### config.mk
export PLATFORM = sky130hd
export DESIGN_NAME = finder_scan
export DESIGN_NICKNAME = d
export VERILOG_FILES = /design/src/rtl/qr_pkg.sv /design/src/rtl/finder_ratio_check.sv /design/src/rtl/finder_scan.sv
export SDC_FILE = /design/constraint.sdc
export NUM_CORES = 1
export LEC_CHECK = 0
export ABC_AREA = 1
export CAP_MARGIN = 10
export CORE_MARGIN = 8
export CORE_UTILIZATION = 41
export DETAILED_ROUTE_END_ITERATION = 10
export MAX_ROUTING_LAYER = met4
export PLACE_DENSITY = 0.69
export SETUP_SLACK_MARGIN = 0.2
export SLEW_MARGIN = 20
export SYNTH_ARGS = -nofsm -noshare
export SYNTH_HDL_FRONTEND = slang
export SYNTH_HIERARCHICAL = 1
export SYNTH_SLANG_ARGS = --single-unit
### constraint.sdc
create_clock -name clk_in -period 12.3 [get_ports clk_in]
set_input_delay 2.46 -clock clk_in [delete_from_list [all_inputs] [get_ports clk_in]]
set_output_delay 2.46 -clock clk_in [all_outputs]
set_load 0.005 [all_outputs]
### src/rtl/qr_pkg.sv
// -----------------------------------------------------------------------------
// qr_pkg
// Shared constants and types for the QR finder-pattern scanner.
//   FRAME_WIDTH / FRAME_HEIGHT : camera frame geometry (pixels per row, rows)
//   HIST_RUN_W                 : width of one stored run length
//   UNIT_TOL_SHIFT             : T >> n tolerance for the four unit runs
//   CTR_TOL_SHIFT              : T >> n tolerance for the 3-unit centre run
//   run_hist_t                 : five newest closed runs, start of r3, row
// Build option: define FINDER_SCAN_STRICT_TOL_EN for the tighter tolerances.
// -----------------------------------------------------------------------------
package qr_pkg;

  localparam int FRAME_WIDTH  = 320;
  localparam int FRAME_HEIGHT = 240;
  localparam int HIST_RUN_W   = 8;

`ifdef FINDER_SCAN_STRICT_TOL_EN
  localparam int UNIT_TOL_SHIFT = 2;
  localparam int CTR_TOL_SHIFT  = 1;
`else
  localparam int UNIT_TOL_SHIFT = 1;
  localparam int CTR_TOL_SHIFT  = 0;
`endif

  // r1 is the oldest closed run, r5 the newest.
  typedef struct packed {
    logic [HIST_RUN_W-1:0] r1;
    logic [HIST_RUN_W-1:0] r2;
    logic [HIST_RUN_W-1:0] r3;
    logic [HIST_RUN_W-1:0] r4;
    logic [HIST_RUN_W-1:0] r5;
    logic [8:0]            start3;
    logic [7:0]            row;
  } run_hist_t;

  function automatic logic [11:0] abs_diff(input logic [11:0] a, input logic [11:0] b);
    return (a >= b) ? (a - b) : (b - a);
  endfunction

  // 7*r without a multiplier: (r << 3) - r, fits 12 bits for 8-bit runs.
  function automatic logic [11:0] times7(input logic [HIST_RUN_W-1:0] r);
    logic [11:0] r12;
    r12 = 12'(r);
    return (r12 << 3) - r12;
  endfunction

endpackage

### src/rtl/finder_ratio_check.sv
// -----------------------------------------------------------------------------
// finder_ratio_check
// Registered 1:1:3:1:1 ratio test on five closed runs. One result per cycle.
// Ports:
//   clk_in, rst_in   : pixel clock, synchronous active-high reset
//   eval_in          : hist_in holds a D-L-D-L-D candidate this cycle
//   hist_in          : run history snapshot (run_hist_t)
//   pass_out         : candidate matched (one cycle after eval_in)
//   centre_out       : column of the centre run's midpoint
//   row_out          : row of the newest run
// Tolerances come from qr_pkg (FINDER_SCAN_STRICT_TOL_EN selects them).
// -----------------------------------------------------------------------------
module finder_ratio_check
  import qr_pkg::*;
(
  input  logic       clk_in,
  input  logic       rst_in,
  input  logic       eval_in,
  input  run_hist_t  hist_in,
  output logic       pass_out,
  output logic [8:0] centre_out,
  output logic [7:0] row_out
);

  logic [10:0] total;
  logic [11:0] t12;
  logic [11:0] three_t;
  logic [11:0] unit_tol;
  logic [11:0] ctr_tol;
  logic        unit_ok;
  logic        ctr_ok;
  logic        pass_c;

  always_comb begin
    total    = 11'(hist_in.r1) + 11'(hist_in.r2) + 11'(hist_in.r3)
             + 11'(hist_in.r4) + 11'(hist_in.r5);
    t12      = 12'(total);
    three_t  = (t12 << 1) + t12;
    unit_tol = t12 >> UNIT_TOL_SHIFT;
    ctr_tol  = t12 >> CTR_TOL_SHIFT;
    // Scaling every run by 7 (the module count) avoids dividing T by 7.
    unit_ok  = (abs_diff(times7(hist_in.r1), t12) <= unit_tol)
            && (abs_diff(times7(hist_in.r2), t12) <= unit_tol)
            && (abs_diff(times7(hist_in.r4), t12) <= unit_tol)
            && (abs_diff(times7(hist_in.r5), t12) <= unit_tol);
    ctr_ok   = abs_diff(times7(hist_in.r3), three_t) <= ctr_tol;
    pass_c   = eval_in && (total >= 11'd7) && unit_ok && ctr_ok;
  end

  always_ff @(posedge clk_in) begin
    if (rst_in) begin
      pass_out   <= 1'b0;
      centre_out <= '0;
      row_out    <= '0;
    end else begin
      pass_out <= pass_c;
      if (eval_in) begin
        centre_out <= hist_in.start3 + 9'(hist_in.r3 >> 1);
        row_out    <= hist_in.row;
      end
    end
  end

endmodule

### src/rtl/finder_scan.sv
// -----------------------------------------------------------------------------
// finder_scan
// Streams binarized pixels, run-length encodes each row and flags QR finder
// patterns (dark-light-dark-light-dark at 1:1:3:1:1). Counts hits per frame.
// Ports:
//   clk_in, rst_in        : pixel clock, synchronous active-high reset
//   pixel_in, valid_in    : pixel (0 dark, 1 light) and its qualifier
//   hcount_in, vcount_in  : pixel column / row
//   frame_done_in         : end-of-frame pulse
//   hit_valid_out         : one-cycle hit strobe, 2 cycles after the closing pixel
//   hit_hcount_out        : centre column of the hit (held between hits)
//   hit_vcount_out        : row of the hit (held between hits)
//   frame_hits_out        : hit total of the last completed frame (sat. 255)
// Build option: FINDER_SCAN_STRICT_TOL_EN tightens the ratio tolerances.
// -----------------------------------------------------------------------------
module finder_scan
  import qr_pkg::*;
#(
  parameter int WIDTH  = FRAME_WIDTH,
  parameter int HEIGHT = FRAME_HEIGHT,
  parameter int RUN_W  = 8
) (
  input  logic       clk_in,
  input  logic       rst_in,
  input  logic       pixel_in,
  input  logic       valid_in,
  input  logic [8:0] hcount_in,
  input  logic [7:0] vcount_in,
  input  logic       frame_done_in,
  output logic       hit_valid_out,
  output logic [8:0] hit_hcount_out,
  output logic [7:0] hit_vcount_out,
  output logic [7:0] frame_hits_out
);

  localparam logic [8:0]       LAST_COL = 9'(WIDTH - 1);
  localparam logic [8:0]       COLS     = 9'(WIDTH);
  localparam logic [7:0]       ROWS     = 8'(HEIGHT);
  localparam logic [RUN_W-1:0] RUN_MAX  = {RUN_W{1'b1}};

  // current (open) run
  logic             run_active;
  logic             run_colour;
  logic [RUN_W-1:0] run_len;
  logic [8:0]       run_start;
  // closed runs this row, saturating at 5
  logic [2:0]       closed_cnt;
  run_hist_t        hist;
  logic [8:0]       start4;
  logic [8:0]       start5;
  logic             eval_q;

  logic             accept;
  logic             row_start;
  logic             row_end;
  logic             colour_chg;
  logic             same_run;
  logic             close_run;
  logic [RUN_W-1:0] len_inc;
  logic [RUN_W-1:0] close_len;
  logic [2:0]       cnt_nxt;
  logic             eval_fire;

  logic             chk_pass;
  logic [8:0]       chk_centre;
  logic [7:0]       chk_row;
  logic [7:0]       frame_cnt;

  always_comb begin
    accept     = valid_in && (hcount_in < COLS) && (vcount_in < ROWS);
    row_start  = accept && (hcount_in == 9'd0);
    row_end    = accept && (hcount_in == LAST_COL);
    colour_chg = accept && run_active && !row_start && (pixel_in != run_colour);
    same_run   = accept && run_active && !row_start && (pixel_in == run_colour);
    len_inc    = (run_len == RUN_MAX) ? run_len : run_len + RUN_W'(1);
    // At the row end a colour change closes the older run; the one-pixel run
    // started by the last column is dropped with the rest of the history.
    close_run  = colour_chg || (row_end && same_run);
    close_len  = colour_chg ? run_len : len_inc;
    cnt_nxt    = (closed_cnt == 3'd5) ? closed_cnt : closed_cnt + 3'd1;
    // Runs alternate, so a dark r5 with five closures means D-L-D-L-D.
    eval_fire  = close_run && !run_colour && (cnt_nxt == 3'd5);
  end

  always_ff @(posedge clk_in) begin
    if (rst_in) begin
      run_active <= 1'b0;
      run_colour <= 1'b0;
      run_len    <= '0;
      run_start  <= '0;
      closed_cnt <= '0;
      hist       <= '0;
      start4     <= '0;
      start5     <= '0;
      eval_q     <= 1'b0;
    end else if (frame_done_in) begin
      run_active <= 1'b0;
      closed_cnt <= '0;
      eval_q     <= 1'b0;
    end else begin
      eval_q <= eval_fire;
      if (close_run) begin
        hist.r1     <= hist.r2;
        hist.r2     <= hist.r3;
        hist.r3     <= hist.r4;
        hist.r4     <= hist.r5;
        hist.r5     <= HIST_RUN_W'(close_len);
        hist.start3 <= start4;
        start4      <= start5;
        start5      <= run_start;
        hist.row    <= vcount_in;
      end
      // Row end only drops the count; the stored runs stay for the evaluation
      // of this final closure one cycle later.
      if (row_end) begin
        run_active <= 1'b0;
        closed_cnt <= '0;
      end else if (accept) begin
        if (row_start) begin
          closed_cnt <= '0;
        end else if (close_run) begin
          closed_cnt <= cnt_nxt;
        end
        if (same_run) begin
          run_len <= len_inc;
        end else begin
          run_active <= 1'b1;
          run_colour <= pixel_in;
          run_len    <= RUN_W'(1);
          run_start  <= hcount_in;
        end
      end
    end
  end

  finder_ratio_check u_ratio (
    .clk_in     (clk_in),
    .rst_in     (rst_in),
    .eval_in    (eval_q),
    .hist_in    (hist),
    .pass_out   (chk_pass),
    .centre_out (chk_centre),
    .row_out    (chk_row)
  );

  always_ff @(posedge clk_in) begin
    if (rst_in) begin
      hit_valid_out  <= 1'b0;
      hit_hcount_out <= '0;
      hit_vcount_out <= '0;
    end else begin
      hit_valid_out <= chk_pass;
      if (chk_pass) begin
        hit_hcount_out <= chk_centre;
        hit_vcount_out <= chk_row;
      end
    end
  end

  // A hit on the frame_done cycle belongs to the frame being closed.
  always_ff @(posedge clk_in) begin
    if (rst_in) begin
      frame_cnt      <= '0;
      frame_hits_out <= '0;
    end else if (frame_done_in) begin
      frame_hits_out <= (hit_valid_out && frame_cnt != 8'hFF) ? frame_cnt + 8'd1 : frame_cnt;
      frame_cnt      <= '0;
    end else if (hit_valid_out && frame_cnt != 8'hFF) begin
      frame_cnt <= frame_cnt + 8'd1;
    end
  end

endmodule

### Word level (Yosys, flattened, before mapping)

Cells that the tools add are included.

* eq/ne operators: 7
* bitwise operators: 3
* order comparisons: 13
* reductions and logical operators: 30
* add/sub/neg operators: 24
* muxes and demuxes: 12

Operators by type and width (number)
* 12-bit 2-to-1 mux: 5
* 11-bit by 8-bit subtractor with 12-bit output: 5
* 12-bit by 11-bit greater-or-equal comparator with 1-bit output: 4
* 12-bit by 10-bit less-or-equal comparator with 1-bit output: 4
* 11-bit by 12-bit subtractor with 12-bit output: 4
* 12-bit by 11-bit subtractor with 12-bit output: 4
* 11-bit by 8-bit adder with 11-bit output: 3
* 8-bit 2-to-1 mux: 4
* 12-bit subtractor: 2
* 1-bit logical AND: 18
* 8-bit by 1-bit adder with 8-bit output, second input constant: 2
* 12-bit by 11-bit adder with 12-bit output: 1
* 12-bit greater-or-equal comparator: 1
* 12-bit by 11-bit less-or-equal comparator with 1-bit output: 1
* 11-bit by 3-bit greater-or-equal comparator with 1-bit output, second input constant: 1
* 8-bit by 8-bit adder with 9-bit output: 1
* 9-bit by 7-bit adder with 9-bit output: 1
* 9-bit == test, second input constant: 1
* 9-bit logical NOT: 1
* 9-bit < comparator, second input constant: 1
* 3-bit 2-to-1 mux: 3
* 8-bit == test, second input constant: 1
* 8-bit < comparator, second input constant: 1
* 8-bit inequality test, second input constant: 1
* other kinds (13): 19

* output and inout bits: 26
* input port bits: 22
* register bits after elaboration: 150
* logic and storage cells: 112

### Logic depth before layout (Yosys ltp)

Gate-level depths: netlist of run 1.

* word-level depth: 12
* mapped depth: 48
* gate-level depth less buffers: 48

### Hierarchy

The synthesis of run 1 kept the hierarchy.

By module, submodules not included
* finder_ratio_check: cells an instance 1785, seq. area each 360.3 µm², times used 1, area an instance 11268.3 µm²
* finder_scan: cells an instance 870, seq. area each 2642.5 µm², times used 1, area an instance 5750.5 µm²

### Worst setup path after synthesis of run 1

Ideal clock, no wire load.

* path kind: register to register
* start point: register hist[27] (netlist bit)
* end point: register u_ratio.pass_out
* arrival: 7134 ps
* period minus slack after synthesis: 7247 ps
* library setup time: 113 ps
* slack: 5053 ps
* buffers on the path: 1
* required time: 12187 ps
* stages on the path, launching flop included: 48
* cells stage by stage: dfxtp_1 -> inv_1 -> fa_1 -> inv_1 -> fa_1 -> inv_1 -> fa_1 -> inv_1 -> ha_1 -> nand2_1 -> nor2_1 -> nand2_1 -> nand3_2 -> nand2_2 -> nand2_1 -> a21oi_1 -> nand2_1 -> nand2_1 -> (+12 left out) -> nand3_1 -> buf_2 -> mux2i_1 -> o22ai_1 -> xnor2_1 -> inv_1 -> ha_1 -> nand2_1 -> nor2_1 -> o21ai_0 -> nand2_1 -> nand2_1 -> nand3_1 -> nand2_1 -> nand3_1 -> a21oi_1 -> nand3_1 -> nor2_1

* word-level cells in the longest chain between the ends: 10
* elaborated cells between the ends (all ways): 36
* classes of those cells: add/sub (14); order compare (11); mux (5); reduce/logical (6)

RTL lines
* start: declaration: RTL line finder_scan.sv:48 `run_hist_t hist;`
* branches (longest 9 deep; another with 12-bit by 11-bit adder with 12-bit output)
* 1-bit logical AND (*): RTL line finder_ratio_check.sv:47 `pass_c = eval_in && (total >= 11'd7) && unit_ok && ctr_ok;`
* end signal: assignment: RTL line finder_ratio_check.sv:56 `pass_out <= pass_c;`
* end: declaration: RTL line finder_ratio_check.sv:20 `output logic pass_out,`

Every way passes the cells marked *.
A chain may end at the register's enable or synchronous reset.

### Final worst setup path of run 1

* start point: register hist[34] (netlist bit)
* end point: register u_ratio.pass_out

* word-level cells in the longest chain between the ends: 11
* elaborated cells between the ends (all ways): 37
* classes of those cells: add/sub (15); order compare (11); mux (5); reduce/logical (6)

RTL lines (RTL line)
* branches (longest 10 deep; another with 12-bit by 11-bit adder with 12-bit output)
* 1-bit logical AND (*): finder_ratio_check.sv:47

Marks and branches as above.

==> results of run 1 <==
==> cell usage in the layout (no fill, tap or decap), drive strengths merged, types with 2 or more instances in the layout <==
| cell | synthesis | final |
|---|---|---|
| nor3 | 28 | 28 |
| nor2 | 356 | 356 |
| nor4 | 2 | 2 |
| a221oi | 2 | 2 |
| buf | 21 | 9 |
| o221ai | 6 | 6 |
| nand2 | 695 | 695 |
| a21boi | 9 | 9 |
| xor2 | 84 | 84 |
| o2111ai | 3 | 3 |
| a211oi | 6 | 6 |
| dfxtp | 150 | 150 |
| ha | 209 | 209 |
| or2 | 5 | 5 |
| fa | 35 | 35 |
| mux2i | 6 | 6 |
| a31o | 2 | 2 |
| nand3b | 13 | 13 |
| a31oi | 3 | 3 |
| nand4 | 36 | 36 |
| clkinv | 3 | 7 |
| o21ai | 125 | 125 |
| o21a | 3 | 3 |
| inv | 459 | 467 |
| clkbuf | 30 | 18 |
| o211ai | 6 | 6 |
| o21bai | 10 | 10 |
| a21oi | 144 | 144 |
| clkdlybuf4s50 | 0 | 47 |
| a21o | 8 | 8 |
| nand3 | 159 | 159 |
| o31ai | 4 | 4 |
| xnor2 | 27 | 27 |
==> cell usage after synthesis, types with 4 or more instances <==
cell / n / area, um2
nand3_2: 11 / 110.1
nand4_1: 33 / 206.5
nand3_4: 5 / 87.58
o21ai_1: 11 / 55.05
nand2_4: 17 / 191.4
inv_1: 448 / 1682
nor2_4: 4 / 45.04
fa_1: 35 / 700.7
ha_1: 209 / 2615
nor3_2: 5 / 50.05
nor3_1: 23 / 115.1
a21o_1: 8 / 60.06
buf_6: 5 / 56.30
xor2_1: 84 / 735.7
dfxtp_1: 150 / 3003
nand3b_1: 13 / 97.59
o211ai_1: 5 / 37.54
clkbuf_1: 30 / 112.6
o221ai_1: 5 / 43.79
a21oi_1: 141 / 705.7
o21bai_1: 8 / 60.06
nand2_1: 640 / 2402
a211oi_1: 6 / 45.04
nand3_1: 143 / 715.7
buf_2: 14 / 70.07
o21ai_0: 113 / 565.5
nor2_1: 341 / 1280
nor2_2: 11 / 68.82
a21boi_0: 6 / 45.04
nand2_2: 35 / 219.0
inv_2: 10 / 37.54
xnor2_1: 27 / 236.5
mux2i_1: 6 / 60.06
or2_2: 4 / 25.02
==> layer usage <==
layer  track usage  vias up  wire [um]
met5             -        -          0
met4       0.06717        0       1525
met3       0.02016      101       2351
met2        0.3315      458      22020
met1        0.2602     7340      22120
li1              -     8416          -
==> final timing paths <==
kind                                        start           endpoint  slack [ns]  depth (start not counted)
worst max-delay path                     hist[34]   u_ratio/pass_out        3.56                         38
worst min-delay path            frame_hits_out[3]  frame_hits_out[3]        0.45                          2
worst max register to register           hist[34]   u_ratio/pass_out        3.56                         38
worst min register to register  frame_hits_out[3]  frame_hits_out[3]        0.45                          2
==> layout make-up <==
class,instances,area share
repair buffers,56,0.02895
clock inverters,14,0.009424
multi-input cells,1992,0.6472
inverters,462,0.09344
well taps,532,0.03581
clock buffers,18,0.02363
flip-flops and latches,150,0.1616
==> stage by stage <==
stage	hold WS, ns	instances	total power, uW	utilization	cell area [um2]
global placement	0.4430	3192	1608	0.4392	17970
floorplan	0.4418	2655	1404	-	17020
finish	0.4546	3224	2165	0.4542	18590
CTS	0.4567	3224	2173	0.4542	18590
global route	0.4787	3224	2361	0.4542	18590
detailed placement	0.4448	3192	1632	0.4392	17970
==> kinds of logic (layout without fill, tap and decap cells) <==
group                    after synthesis  count (layout)  synth area share
AO/OA/AOI/OAI                        335             335            0.1129
buffers and inverters                513             550            0.1174
AND/OR/NAND/NOR                     1296            1296            0.3378
multiplexers                           6               6          0.003529
adder cells (fa/ha/maj)              244             244            0.1948
XOR/XNOR                             111             111           0.05712
flip-flops                           150             150            0.1764
==> where the power goes <==
| part | switching [uW] | total [uW] | internal [uW] |
|---|---|---|---|
| Combinational | 710 | 1130 | 421 |
| Clock | 242 | 539 | 298 |
| Sequential | 4.71 | 495 | 490 |
==> flip-flops by register name, summed over array words and instances, names as in the netlist <==
signal,cells
start4,9
hit_vcount_out,8
eval_q,1
run_active,1
hit_valid_out,1
closed_cnt,3
run_colour,1
u_ratio/row_out,8
run_len,8
run_start,9
start5,9
u_ratio/centre_out,9
frame_cnt,8
hist,57
frame_hits_out,8
u_ratio/pass_out,1
hit_hcount_out,9
==> worst register-to-register path, delay by kind of cell (launching register included) <==
| kind | cells | cell delay, ns |
|---|---|---|
| compound gates | 9 | 1.52 |
| xor+xnor | 2 | 0.30 |
| fa+ha+maj | 8 | 3.67 |
| buf+inv | 7 | 1.06 |
| flops | 1 | 0.43 |
| simple gates | 12 | 1.72 |
==> reports/metrics.yaml, run 1 <==
run_status:
  status: "finished clean"
synth:
  syn_inst: 2655
  synth_cell_types: 63
  synth_fp_nets: 2921
  syn_avg_cell_area_um2: 6.410
  ys_seq_area_frac: 0.1764
  synth_area_um2: 17020
  synth_seq_cells: 150
  synth_ff_type: "dfxtp_1"
  synth_edf_count: 0
  ys_warn_count: 6
  synthArstFlopShare: 0
routing:
  routed-via-count: 16320
  drt.antenna.violating_nets: 0
  drc: 0
  vias_per_cell: 5.060
  drt-initial-drc-count: 1335
  routed_wl_um: 48030
  dr.pass1.iters: 6
  wl_per_cell_um: 14.90
power:
  ir_drop_mv: 0.1025
  power_leakage_uw: 0.01043
  p_per_area_nw_per_um2: 116.5
finish:
  drive_above_1_share: 0.06166
  diodes: 0
  nNetsFinal: 2945
  regArea_um2: 3003
  fill_cells: 4237
  areaGrowthSynthToFinish_pct: 9.212
  multiInputGateArea_um2: 12030
placement:
  gp_congestion: 0.9636
  dp_slack_ns: 3.639
  hpwl_um: 37970
  numPortBuffers: 47
min_path:
  hold_path_class: "reg -> reg"
floorplan:
  ios: 48
  rows: 74
  die_h_um: 219.7
  dieWidth_um: 219.7
  core_um2: 40920
  die_area_um2: 48290
  initial_core_util: 0.4159
grt:
  grt_pass1_wl_um: 77400
  grt_pass1_vias: 15380
  antenna_found_initial: 1
  globalRouteOverflowTotal: 0
  grt_max_degree: 108
  grt_usage: 0.2027
timing:
  max_freq_ghz: 0.1145
  finClkSkew_ns: 0.01482
  setup-tns-final_ns: 0
  report.final.slew_viol_count: 0
  min_period_ns: 8.737
  hold_viol_final: 0
  setup_ws_ns: 3.563
  tightest_slew_ns: 1.132
  rsz0062_at_grt: "false"
  fin_crit_sh: 0.7103
  finalSetupViolCount: 0
  slew_headroom: 0.2396
critical_path:
  startpoint_type: "register"
  path_max_fanout: 12
  arrival_ns: 9.11
  required_ns: 12.67
  criticalPathCategory: "reg -> reg"
  slowest_stage: "fa_1"
  cp_num_buf_inv: 7
  cp-end-kind: "register"
  slowest_delay_ns: 0.88
  cp_common_cell: "inv_1"
  critPathTopFamily: "adder cells"
clock_tree:
  cts-resized-gates: 0
  cts_made_buffers: 17
  root_buffer: "clkbuf_16"
  cts_hold_buf: 0
  cts_max_level: 4
  clk_pin_slew_ns: 0.08
  cts_tree: "yes"
  insertion_delay_ns: 0.43
  clock_path_buffers: 2
  clock-sinks: 150
  post_cts_buffers: 0
run:
  cap_violations: 0
No activity file was read; power rests on OpenSTA's default activity.
==> inputs of run 2 (changes only) <==
==> constraint.sdc (replaced) <==
create_clock -name clk_in -period 8.75 [get_ports clk_in]
set_input_delay 1.75 -clock clk_in [delete_from_list [all_inputs] [get_ports clk_in]]
set_output_delay 1.75 -clock clk_in [all_outputs]
set_load 0.005 [all_outputs]
==> reports/metrics.yaml, run 2 (synthesis gave the netlist of run 1 again) <==
timing:
  report.final.slew_viol_count: 0  # unchanged
  fin_crit_sh: 0.9121  # was 0.7103
  finClkSkew_ns: 0.01785  # was 0.01482 ns
  hold_viol_final: 0  # unchanged
  fin_hold_ws_ns: 0.4599  # was 0.4546 ns
  tightest_slew_ns: 1.081  # was 1.132 ns
  finalSetupViolCount: 0  # unchanged
  slew_headroom: 0.2797  # was 0.2396
  setup-tns-final_ns: 0  # unchanged
  setup_ws_ns: 0.7688  # was 3.563 ns
  rsz0062_at_grt: "false"  # unchanged
  max_freq_ghz: 0.1253  # was 0.1145 GHz
  min_period_ns: 7.981  # was 8.737 ns
critical_path:
  required_ns: 9.12  # was 12.67 ns
  arrival_ns: 8.35  # was 9.11 ns
  slowest_stage: "fa_1"  # unchanged
  reg2reg_to: "u_ratio/pass_out"  # unchanged
  cp-end-kind: "register"  # unchanged
  cp_common_cell: "nand2_1"  # was inv_1
  rr_worst_depth: 46  # was 38
  startpoint_type: "register"  # unchanged
  cp_num_buf_inv: 8  # was 7
  slowest_delay_ns: 0.56  # was 0.88 ns
  criticalPathCategory: "reg -> reg"  # unchanged
  ff2ff_setup_slack_ns: 0.77  # was 3.56 ns
  path_max_fanout: 12  # unchanged
  r2r_start: "hist[35]"  # was hist[34]
  critPathTopFamily: "adder cells"  # unchanged
finish:
  largest_reg_flops: 57  # unchanged
  regArea_um2: 3003  # unchanged
  fill_cells: 4376  # was 4,237
  areaGrowthSynthToFinish_pct: 9.506  # was 9.212%
  drive_above_1_share: 0.06447  # was 0.06166
  finalInstanceArea_um2: 18640  # was 18,590 um2
  multiInputGateArea_um2: 12040  # was 12,030 um2
  nNetsFinal: 2952  # was 2,945
  final_cell_mix: "640 x nand2_1, 447 x inv_1, 341 x nor2_1"  # unchanged
  top_register: "hist"  # unchanged
  layout_commonest_cell: "nand2_1"  # unchanged
  final_util: 0.4554  # was 0.4542
power:
  p_per_area_nw_per_um2: 163.8  # was 116.5 nW/um2
  p_clk_frac: 0.242  # was 0.249
  swShare: 0.4531  # was 0.4420
  intPower_uw: 1669  # was 1208 uW
  power_frac_seq: 0.228  # was 0.229
  ir_drop_mv: 0.1462  # was 0.1025 mV
  switching_power_uw: 1383  # was 957.0 uW
  power_leakage_uw: 0.01046  # was 0.01043 uW
  combPwrFrac: 0.530  # was 0.522
grt:
  grt_pass1_wl_um: 79740  # was 77,400 um
  globalRouteOverflowTotal: 0  # unchanged
  grt_pass1_vias: 15530  # was 15,380
  grt_usage: 0.2083  # was 0.2027
  antenna_found_initial: 0  # was 1
  grt_max_degree: 103  # was 108
routing:
  wl_met3_um: 2145  # was 2351 um
  vias_per_cell: 5.067  # was 5.060
  top_layer: "met4"  # unchanged
  wl_per_cell_um: 15.25  # was 14.90 um
  dr.pass1.iters: 6  # unchanged
  routed_wl_um: 49290  # was 48,030 um
  routed-via-count: 16380  # was 16,320
  drt-initial-drc-count: 1150  # was 1,335
  drt.antenna.violating_nets: 0  # unchanged
  wl_met2_um: 23560  # was 22,020 um
  wl_met1_um: 22590  # was 22,120 um
  drc: 0  # unchanged
floorplan:
  die_area_um2: 48290  # unchanged
  core_um2: 40920  # unchanged
  rows: 74  # unchanged
  initial_core_util: 0.4159  # unchanged
  ios: 48  # unchanged
  dieWidth_um: 219.7  # unchanged
  die_h_um: 219.7  # unchanged
clock_tree:
  root_buffer: "clkbuf_16"  # unchanged
  cts_hold_buf: 0  # unchanged
  clock-sinks: 150  # unchanged
  clock_path_buffers: 2  # unchanged
  cts_max_level: 4  # unchanged
  cts_tree: "yes"  # unchanged
  insertion_delay_ns: 0.44  # was 0.43 ns
  clk_pin_slew_ns: 0.07  # was 0.08 ns
  cts_made_buffers: 17  # unchanged
min_path:
  min_path_cells: 2  # unchanged
  hold_path_class: "reg -> reg"  # unchanged
  hp-start: "frame_hits_out[2]"  # was frame_hits_out[3]
  holdPathEnd: "frame_hits_out[2]"  # was frame_hits_out[3]
placement:
  gp_congestion: 0.9360  # was 0.9636
  dp_slack_ns: 0.6312  # was 3.639 ns
  numPortBuffers: 47  # unchanged
  dpl_cell_area_um2: 18020  # was 17,970 um2
  hpwl_um: 38870  # was 37,970 um
run:
  cap_violations: 0  # unchanged
run_status:
  status: "finished clean"  # unchanged
[run 2: cell count changes in the layout (fill, tap and decap cells not counted), sizes merged]
cell / change
buf: +7
bufinv: -1
clkbuf: -1
clkinv: +1
diode: +1
inv: +1
[run 2: metrics by stage]
| step | instances | power, uW |
|---|---|---|
| after floorplan | 2655 | 1973 |
| after global placement | 3199 | 2281 |
| after detailed placement | 3199 | 2311 |
| after CTS | 3231 | 3056 |
| after global routing | 3231 | 3320 |
| final | 3232 | 3053 |
[run 2: layout make-up]
class | instances | area share
multi-input combinational | 1992 | 0.6458
sequential | 150 | 0.1611
inverter | 462 | 0.09319
tap | 532 | 0.03572
timing repair buffer | 63 | 0.03169
clock buffer | 17 | 0.02283
clock inverter | 15 | 0.009533
antenna | 1 | 0.0001343
[run 2: worst max path at each step]
stage	from	end	slack, ns	cells past startpoint
floorplan	hist[27]	u_ratio/pass_out	1.50	47
global placement	hist[35]	u_ratio/pass_out	0.84	45
detailed placement	hist[35]	u_ratio/pass_out	0.63	45
CTS	hist[35]	u_ratio/pass_out	0.59	45
global route	hist[26]	u_ratio/pass_out	0.22	38
finish	hist[35]	u_ratio/pass_out	0.77	46
[run 2: per-layer routing]
| metal | up-vias | track usage |
|---|---|---|
| met5 | - | - |
| met4 | 0 | 0.05700 |
| met3 | 53 | 0.02468 |
| li1 | 8448 | - |
| met2 | 382 | 0.3491 |
| met1 | 7494 | 0.2628 |
[run 2: power by group through the flow]
stage | Clock, uW | Sequential [uW] | Combinational (uW)
global placement | 0 | 711 | 1570
finish | 739 | 695 | 1620
floorplan | 0 | 709 | 1260
CTS | 753 | 695 | 1610
detailed placement | 0 | 711 | 1600
global route | 782 | 696 | 1840
[run 2: repair_timing]
| action | 4_1_cts | 5_1_grt |
|---|---|---|
| setup endpoints to repair | 0 | 1 |
| buffers inserted | 0 | 0 |
| resized for setup | 0 | 2 |
[run 2: worst register-to-register path: cells and delay by family (launching register included)]
family,cells,cell delay (ns)
DFF,1,0.44
adders and majority gates,7,2.78
AOI/OAI and AO/OA,9,1.28
xor gates and xnor gates,2,0.37
and+or+nand+nor,20,1.91
buffers and inverters,8,1.13
